===== config.mk =====
export PLATFORM = sky130hd
export DESIGN_NAME = flash_byte_packer_flat
export DESIGN_NICKNAME = d
export VERILOG_FILES = /design/src/rtl/flash_byte_packer_pkg.sv /design/src/rtl/flash_byte_packer_if.sv /design/src/rtl/flash_byte_packer.sv /design/src/flat_wrapper.sv
export SDC_FILE = /design/constraint.sdc
export NUM_CORES = 2
export LEC_CHECK = 0
export ABC_AREA = 1
export CAP_MARGIN = 20
export CORE_UTILIZATION = 43
export CTS_CLUSTER_DIAMETER = 40
export DETAILED_ROUTE_END_ITERATION = 10
export GPL_TIMING_DRIVEN = 0
export SKIP_CTS_REPAIR_TIMING = 1
export SYNTH_ARGS = -nofsm -noshare
export SYNTH_HDL_FRONTEND = slang
export SYNTH_SLANG_ARGS = --single-unit

===== constraint.sdc =====
create_clock -name sys_clk -period 5.15 [get_ports sys_clk]
set_input_delay 1.2875 -clock sys_clk [delete_from_list [all_inputs] [get_ports sys_clk]]
set_output_delay 1.2875 -clock sys_clk [all_outputs]
set_load 0.02 [all_outputs]

===== src/rtl/flash_byte_packer_pkg.sv =====
// Shared NPU load definitions: packed word geometry and the byte packer state encoding.
package flash_byte_packer_pkg;

   localparam int WORD_BYTES = 32;
   localparam int WORD_W     = 8 * WORD_BYTES;
   localparam int SLOT_W     = $clog2(WORD_BYTES);
   localparam int LEN_W      = 24;

   typedef enum logic [1:0] {
      IDLE    = 2'd0,
      COLLECT = 2'd1,
      FLUSH   = 2'd2,
      DONE    = 2'd3
   } state_e;

endpackage


===== src/rtl/flash_byte_packer_if.sv =====
// Byte-stream-in / word-load-out bundle between the flash reader side and the packer.
interface flash_byte_packer_if #(
   parameter int WORD_W = flash_byte_packer_pkg::WORD_W
);
   logic              start;
   logic [23:0]       byte_num;
   logic              byte_valid;
   logic [7:0]        byte_data;
   logic              load_en;
   logic [WORD_W-1:0] load_data;
   logic              frame_done;
   logic              busy;

   modport master (
      output start, byte_num, byte_valid, byte_data,
      input  load_en, load_data, frame_done, busy
   );

   modport slave (
      input  start, byte_num, byte_valid, byte_data,
      output load_en, load_data, frame_done, busy
   );
endinterface


===== src/rtl/flash_byte_packer.sv =====
// Packs a flash read byte stream into WORD_BYTES-wide words, first byte at the LSB,
// zero-padding a trailing partial word and signalling the end of each frame.
module flash_byte_packer
   import flash_byte_packer_pkg::*;
#(
   parameter int WORD_BYTES = flash_byte_packer_pkg::WORD_BYTES,
   parameter int WORD_W     = flash_byte_packer_pkg::WORD_W
) (
   input logic                sys_clk,
   input logic                sys_rst,
   flash_byte_packer_if.slave bus
);

   state_e              state_q, state_d;
   logic [SLOT_W-1:0]   slot_q, slot_d;
   logic [LEN_W-1:0]    count_q, count_d;
   logic [LEN_W-1:0]    len_q, len_d;
   logic [WORD_W-1:0]   stage_q, stage_d;
   logic [WORD_W-1:0]   hold_q, hold_d;
   logic [WORD_W-1:0]   loadData_q, loadData_d;
   logic                pendLoad_q, pendLoad_d;
   logic                frameDone_q, frameDone_d;
   logic                accept;
   logic                lastByte;
   logic                wordFull;

   assign accept   = (state_q == COLLECT) && bus.byte_valid && !bus.start;
   assign lastByte = (count_q + LEN_W'(1)) == len_q;
   assign wordFull = slot_q == SLOT_W'(WORD_BYTES - 1);

   // A completed word waits in hold_q so that a restart can clear the staging
   // register while an already scheduled load still delivers its data.
   always_comb begin
      state_d     = state_q;
      slot_d      = slot_q;
      count_d     = count_q;
      len_d       = len_q;
      stage_d     = stage_q;
      hold_d      = hold_q;
      pendLoad_d  = 1'b0;
      frameDone_d = 1'b0;
      loadData_d  = pendLoad_q ? hold_q : loadData_q;

      if (bus.start) begin
         len_d   = bus.byte_num;
         slot_d  = '0;
         count_d = '0;
         stage_d = '0;
         state_d = (bus.byte_num == '0) ? DONE : COLLECT;
      end else begin
         case (state_q)
            IDLE: begin
            end
            COLLECT: begin
               if (accept) begin
                  stage_d[{slot_q, 3'b000} +: 8] = bus.byte_data;
                  count_d = count_q + LEN_W'(1);
                  slot_d  = slot_q + SLOT_W'(1);
                  if (wordFull) begin
                     hold_d     = stage_d;
                     stage_d    = '0;
                     pendLoad_d = 1'b1;
                  end
                  if (lastByte) begin
                     state_d = wordFull ? DONE : FLUSH;
                  end
               end
            end
            FLUSH: begin
               hold_d     = stage_q;
               stage_d    = '0;
               pendLoad_d = 1'b1;
               state_d    = DONE;
            end
            DONE: begin
               frameDone_d = 1'b1;
               state_d     = IDLE;
            end
            default: state_d = IDLE;
         endcase
      end
   end

   always_ff @(posedge sys_clk) begin
      if (sys_rst) begin
         state_q     <= IDLE;
         slot_q      <= '0;
         count_q     <= '0;
         len_q       <= '0;
         stage_q     <= '0;
         hold_q      <= '0;
         loadData_q  <= '0;
         pendLoad_q  <= 1'b0;
         frameDone_q <= 1'b0;
      end else begin
         state_q     <= state_d;
         slot_q      <= slot_d;
         count_q     <= count_d;
         len_q       <= len_d;
         stage_q     <= stage_d;
         hold_q      <= hold_d;
         loadData_q  <= loadData_d;
         pendLoad_q  <= pendLoad_d;
         frameDone_q <= frameDone_d;
      end
   end

   assign bus.load_en    = pendLoad_q;
   assign bus.load_data  = loadData_q;
   assign bus.frame_done = frameDone_q;
   assign bus.busy       = (state_q != IDLE);

endmodule

===== src/flat_wrapper.sv =====
// flat-port wrapper written by rule: the top's interface ports become plain ports
module flash_byte_packer_flat import flash_byte_packer_pkg::*;
#(
   parameter int WORD_BYTES = flash_byte_packer_pkg::WORD_BYTES,
   parameter int WORD_W     = flash_byte_packer_pkg::WORD_W
)
  (sys_clk, sys_rst, bus_start, bus_byte_num, bus_byte_valid, bus_byte_data, bus_load_en, bus_load_data, bus_frame_done, bus_busy);
  flash_byte_packer_if #(.WORD_W(WORD_W)) bus_i ();
  input logic sys_clk;
  input logic sys_rst;
  input wire logic [$bits(bus_i.start)-1:0] bus_start;
  input wire logic [$bits(bus_i.byte_num)-1:0] bus_byte_num;
  input wire logic [$bits(bus_i.byte_valid)-1:0] bus_byte_valid;
  input wire logic [$bits(bus_i.byte_data)-1:0] bus_byte_data;
  output wire logic [$bits(bus_i.load_en)-1:0] bus_load_en;
  output wire logic [$bits(bus_i.load_data)-1:0] bus_load_data;
  output wire logic [$bits(bus_i.frame_done)-1:0] bus_frame_done;
  output wire logic [$bits(bus_i.busy)-1:0] bus_busy;
  assign bus_i.start = bus_start;
  assign bus_i.byte_num = bus_byte_num;
  assign bus_i.byte_valid = bus_byte_valid;
  assign bus_i.byte_data = bus_byte_data;
  assign bus_load_en = bus_i.load_en;
  assign bus_load_data = bus_i.load_data;
  assign bus_frame_done = bus_i.frame_done;
  assign bus_busy = bus_i.busy;
  flash_byte_packer #(.WORD_BYTES(WORD_BYTES), .WORD_W(WORD_W)) u_core (.sys_clk(sys_clk), .sys_rst(sys_rst), .bus(bus_i));
endmodule

* Yosys cells after proc, flatten, opt, wreduce, memory -nomap -nowiden
Cells that the tools add are included.
Storage, ports and cells: logic and storage cells 53, register bits 825, bits in writable memories 0, bits in latches 0, output and inout bits 259, memories kept 0, ROM bits 0
Cells by class: add/sub/neg operators 3, magnitude comparators 0, multipliers 0, div/mod/pow operators 0, multiplexer cells 17, bitwise operators 1, equal/unequal tests 9, reductions and logical operators 12, shift operators 2
Operators by type and width (count):
- $mux W256 | 4
- $pmux W256 S2 | 2
- $bwmux W256 | 1
- $shift A8 B10 Y256 const A | 1
- $shiftx A8 B10 Y256 | 1
- $add A24 B1 Y24 const B | 1
- $eq A24 B24 Y1 | 1
- $logic_not A24 Y1 | 1
- $neg A8 Y10 | 1
- $mux W2 | 4
- $ne A3 B2 Y1 const B | 2
- $pmux W2 S3 | 1
- $add A5 B1 Y5 const B | 1
- $eq A5 B5 Y1 const B | 1
- $eq A2 B2 Y1 const B | 2
- $mux W1 | 4
- $ne A2 B1 Y1 const B | 2
- $reduce_and A2 Y1 | 2
- $reduce_and A4 Y1 | 1
- $reduce_bool A2 Y1 | 2
- $reduce_bool A4 Y1 | 1
- $reduce_and A3 Y1 | 1
- $eq A2 B1 Y1 const B | 1
- $logic_and A1 B1 Y1 | 2
- 4 further kinds | 4

* Longest topological paths before layout
depth in word-level cells 6, mapped depth 18, gate-level depth less buffers 18

* Worst setup path after synthesis
No wires, ideal clock.
kind register to register, start reg u_core.slot_q[0], end reg u_core.stage_q[150], cell stages (with the launch flop) 17, arrival time 2.682 ns, period minus slack after synthesis 2.810 ns, path slack 2.340 ns, library setup time 0.128 ns, path through dfxtp_1 inv_1 clkbuf_1 clkbuf_1 ha_1 nand2_4 nor3_4 inv_2 nand2_8 inv_4 buf_8 nor2_8 buf_4 nand2_1 o211ai_1 a2bb2oi_1 nor2_1
Between the ends: longest elaborated chain between the ends 6, elaborated cells between the ends (all ways) 8
RTL lines:
- start, declared | line flash_byte_packer.sv:15 | logic [SLOT_W-1:0] slot_q, slot_d;
- start signal, assigned | line flash_byte_packer.sv:97 | slot_q <= slot_d;
- $neg A8 Y10 | line flash_byte_packer.sv:56 | stage_d[{slot_q, 3'b000} +: 8] = bus.byte_data;
- $shiftx A8 B10 Y256 / $shift A8 B10 Y256 (equally long branches) | line flash_byte_packer.sv:56
- $bwmux W256 | line flash_byte_packer.sv:56
- $mux W256 (*) | line flash_byte_packer.sv:59 | if (wordFull) begin
- $mux W256 (*) | line flash_byte_packer.sv:55 | if (accept) begin
- $pmux W256 S2 (*) | line flash_byte_packer.sv:51 | case (state_q)
- end signal, assigned | line flash_byte_packer.sv:100 | stage_q <= stage_d;
- end, declared | line flash_byte_packer.sv:18 | logic [WORD_W-1:0] stage_q, stage_d;
Mark *: on every way between the ends. The rest lies on a longest branch, timed or not. The select of a mux whose other input is x is not followed. A chain may end at the register's enable or synchronous reset.

* Final worst setup path
start reg u_core.slot_q[0], end reg u_core.stage_q[108]
Same word-level chain as after synthesis.

==> impl_summary.txt <==
----------------------------------------------------
[Routing]
  Vias post-DR ... ~36k
  Routed length per instance ... 21.0 um
  Post-detailed-route count of antenna-violating nets ... 0
  1st-pass router iterations ... 8
  Vias per cell ... approximately 5.5
  Post-detailed-route DRC marker count ... 0
  Initial drt markers ... approximately 3.7k
  Total length of routed wires ... around 140000 um

[Critical path]
  Worst Path Arrival ... approximately 4.8 ns
  CP Class ... reg2reg
  Worst r2r src ... u_core.slot_q[0]
  Internal reg-to-reg setup slack ... a little over 1 ns
  Kind of start point of the critical path ... flip-flop
  Cell depth of the worst flop-to-flop path ... 14
  Crit end category ... flip-flop
  Capture point of the worst reg-to-reg path ... u_core.stage_q[108]
  Crit path required time ... roughly 5.8 ns
  Largest driver fanout on the critical path ... 11

[Finish]
  Commonest cells after routing, fill and taps aside ... 879 x nor2_1, 825 x dfxtp_1, 764 x nand2_1, 639 x o21ai_0, 357 x inv_1
  Most common cell after layout, fill and taps aside ... nor2_1
  Layout Area Growth over Synthesis ... 25.1%
  Count of non-filler cells in the finished layout ... 6496
  Share of cells above drive strength 1 ... under 10%
  Fin nets ... about 5.4k
  Final Cell Area ... 44300 um^2

[STA]
  Transition time of the tightest slew-check pin ... ~1.2 ns
  Max_slew headroom ... between 20% and 30%
  Max Freq ... between 200 and 250 MHz
  Setup repair after global routing missed its margin ... false
  Clock Skews ... approximately 0.027 ns
  Worst Setup Slack, final ... a little over 1 ns
  Final Hold Viols ... 0
  Minimum clock period after layout ... 4.12 ns
  Share of the cycle needed by the critical path after routing ... about four fifths
  Setup TNS ... 0 ns
  Setup-violating endpoint count in the final report ... 0
  Number of pins with negative max-slew slack in the final report ... 0

[Placement]
  Sum of net half-perimeters after detailed placement ... around 100000 um
  RePlAce Congestion ... between 0.9 and 1
  Standard cell area after detailed placement ... roughly 40000 um^2
  Cell total after placement ... ~6.3k
  Pre-CTS setup slack ... 0.629 ns
  Port Buf Inserts ... 290

[CTS]
  Clock tree from TritonCTS ... done
  Total CTS buffers ... roughly 130
  Clock Path Buffers ... 3
  Insertion delay to the later sink of the worst-skew pair ... roughly 0.7 ns
  Count of H-tree levels built during CTS ... 4
  # clock sinks ... a little over 800
  Clock transition at the register clock pins on the worst setup and hold paths after CTS ... 0.06 ns
  Clk Tree Root Cell ... clkbuf_16

[Floorplan]
  Floorplan row count ... around 100
  Die extent in y ... between 200 and 300 um
  Area of the placeable core ... a little over 80000 um^2
  Die Outline Area ... 83500 um^2
  Initial Utilization ... between 40% and 50%
  Horiz. Die Dim ... about 290 um
  I/O pin total ... ~300

[Synth]
  Post-Synthesis Cells ... a little under 5k
  Share of the yosys chip area belonging to registers ... between 40% and 50%
  Number of flops mapped to enable cells by yosys ... 0
  Proportion of synthesized flip-flops having asynchronous set or reset ... 0%
  FF+latch count, synth ... 825
  Average footprint of a synthesized cell ... between 7 and 8 um^2
  Synthesized netlist net count ... a little under 5k
  Cell type with the largest total area after synthesis ... dfxtp_1
  Count of yosys warnings during synthesis ... 0
  Netlist area before placement ... approximately 35000 um^2
  Number of distinct library cell variants in the gate-level netlist after synthesis ... roughly 50
  Cell types occupying the most area after synthesis ... dfxtp_1 47%, nor2_1 9.3%, o21ai_0 9.0%
  Share of Yosys cell area claimed by the top area cell type ... 46.6%
  Top_reg_cell synth ... dfxtp_1

[Hold path]
  Hold_sp ... u_core.stage_q[35]
  Type of the worst min-delay path ... reg2reg
  Cell count of the worst hold path ... 2
  Hold endpoint ... u_core.hold_q[35]

[Global routing]
  Final global-route overflow total ... 0
  Via count of the first global-routing pass ... 33.1k
  First-pass GRT wire length ... between 200000 and 250000 um
  Largest net degree at the start of global routing ... 17
  Overall track demand over capacity in global routing ... 32.0%
  Initial antenna violation count ... 5

[Job]
  Max_cap viols ... 0

[Power]
  Worst vdd ir ... 0.302 mV
  Leakage ... around 17 nW
  Power density normalized to cell area ... 420 nW/um^2
  Overall power ... around 19 mW

[Outcome]
  Result of the run ... finished clean

----------------------------------------------------
==> power breakdown <==
| group | internal (mW) | switching (mW) | total [mW] | leakage [nW] |
|---|---|---|---|---|
| logic | 0.683 | 1.88 | 2.56 | 7.71 |
| clock network | 5.82 | 3.23 | 9.05 | 2.17 |
| registers | 6.75 | 0.235 | 6.99 | 6.67 |
==> sequential cells by signal (all words and copies together) (netlist names) <==
name / flops
u_core.bus.frame_done: 1
u_core.bus.load_data: 256
u_core.bus.load_en: 1
u_core.count_q: 24
u_core.hold_q: 256
u_core.len_q: 24
u_core.slot_q: 5
u_core.stage_q: 256
u_core.state_q: 2
==> logic make-up (layout without fill, tap and decap cells) <==
group           after synthesis  after routing  share of synthesized area, %
mux                           1              1                        0.0283
compound gates             1394           1394                          22.2
simple gates               1916           1916                          22.3
other cells                   0              2                             0
flops                       825            825                          46.6
buf+inv                     748           1283                          8.32
xor+xnor                      3              3                         0.113
fa+ha+maj                    12             12                         0.424
==> synthesized netlist by cell type (all sizes together) (2+ instances only) <==
master and number:
nor4 5, o21bai 2, or2 31, nor3 69
o22ai 63, a31oi 257, a21oi 242, nand2 776
o211ai 90, inv 377, nand3b 6, clkinv 4
nand3 97, buf 80, o21ai 669, a211oi 3
nor2 908, nand4 23, a2bb2oi 66, dfxtp 825
clkbuf 287, ha 12
==> how the worst max path moves through the flow <==
stage                startpoint                  end  depth (start not counted)
2_1_floorplan  u_core.slot_q[0]  u_core.stage_q[150]                         16
3_3_place_gp   bus_byte_data[4]  u_core.stage_q[172]                          9
3_5_place_dp     bus_byte_valid   u_core.hold_q[253]                          7
4_1_cts        u_core.slot_q[0]  u_core.stage_q[232]                         14
5_1_grt        u_core.slot_q[0]  u_core.stage_q[108]                         14
6_report       u_core.slot_q[0]  u_core.stage_q[108]                         14
==> metal layers <==
metal,vias up,global-route usage (%),wire [um]
met3,331,6.27,12200
met4,4,15.2,6450
met1,16700,43.8,59600
met2,1556,48.1,58200
met5,-,0,21
li1,17200,-,-
==> stage by stage <==
stage	utilization, %	hold WS, ns
after floorplan	-	0.444
after global placement	48.9	0.458
after detailed placement	49.1	0.462
after CTS	54.7	0.466
after global routing	54.7	0.489
final	54.7	0.467
==> cell type report <==
class / instances / area (um^2)
repair buffers: 302 / 3050
clock inverters: 60 / 822
clock buffers: 173 / 3690
fillers: 7974 / 36700
flip-flops and latches: 825 / 16500
well taps: 1060 / 1330
diodes: 2 / 5.00
inverters: 381 / 1440
multi-input cells: 3326 / 16000
plain buffers: 367 / 1520
==> critical path: stages (launching register included) <==
cell	delay, ns
dfxtp_1	0.40
inv_1	0.11
clkbuf_1	0.39
clkbuf_1	0.55
ha_1	0.26
buf_2	0.25
clkinv_1	0.33
nor3_1	0.26
inv_1	0.07
nor2_1	0.70
buf_6	0.25
nor2_1	0.08
nor3_2	0.15
nand2_1	0.09
a21oi_1	0.13
Note: power is estimated with default switching activity, not from simulation.
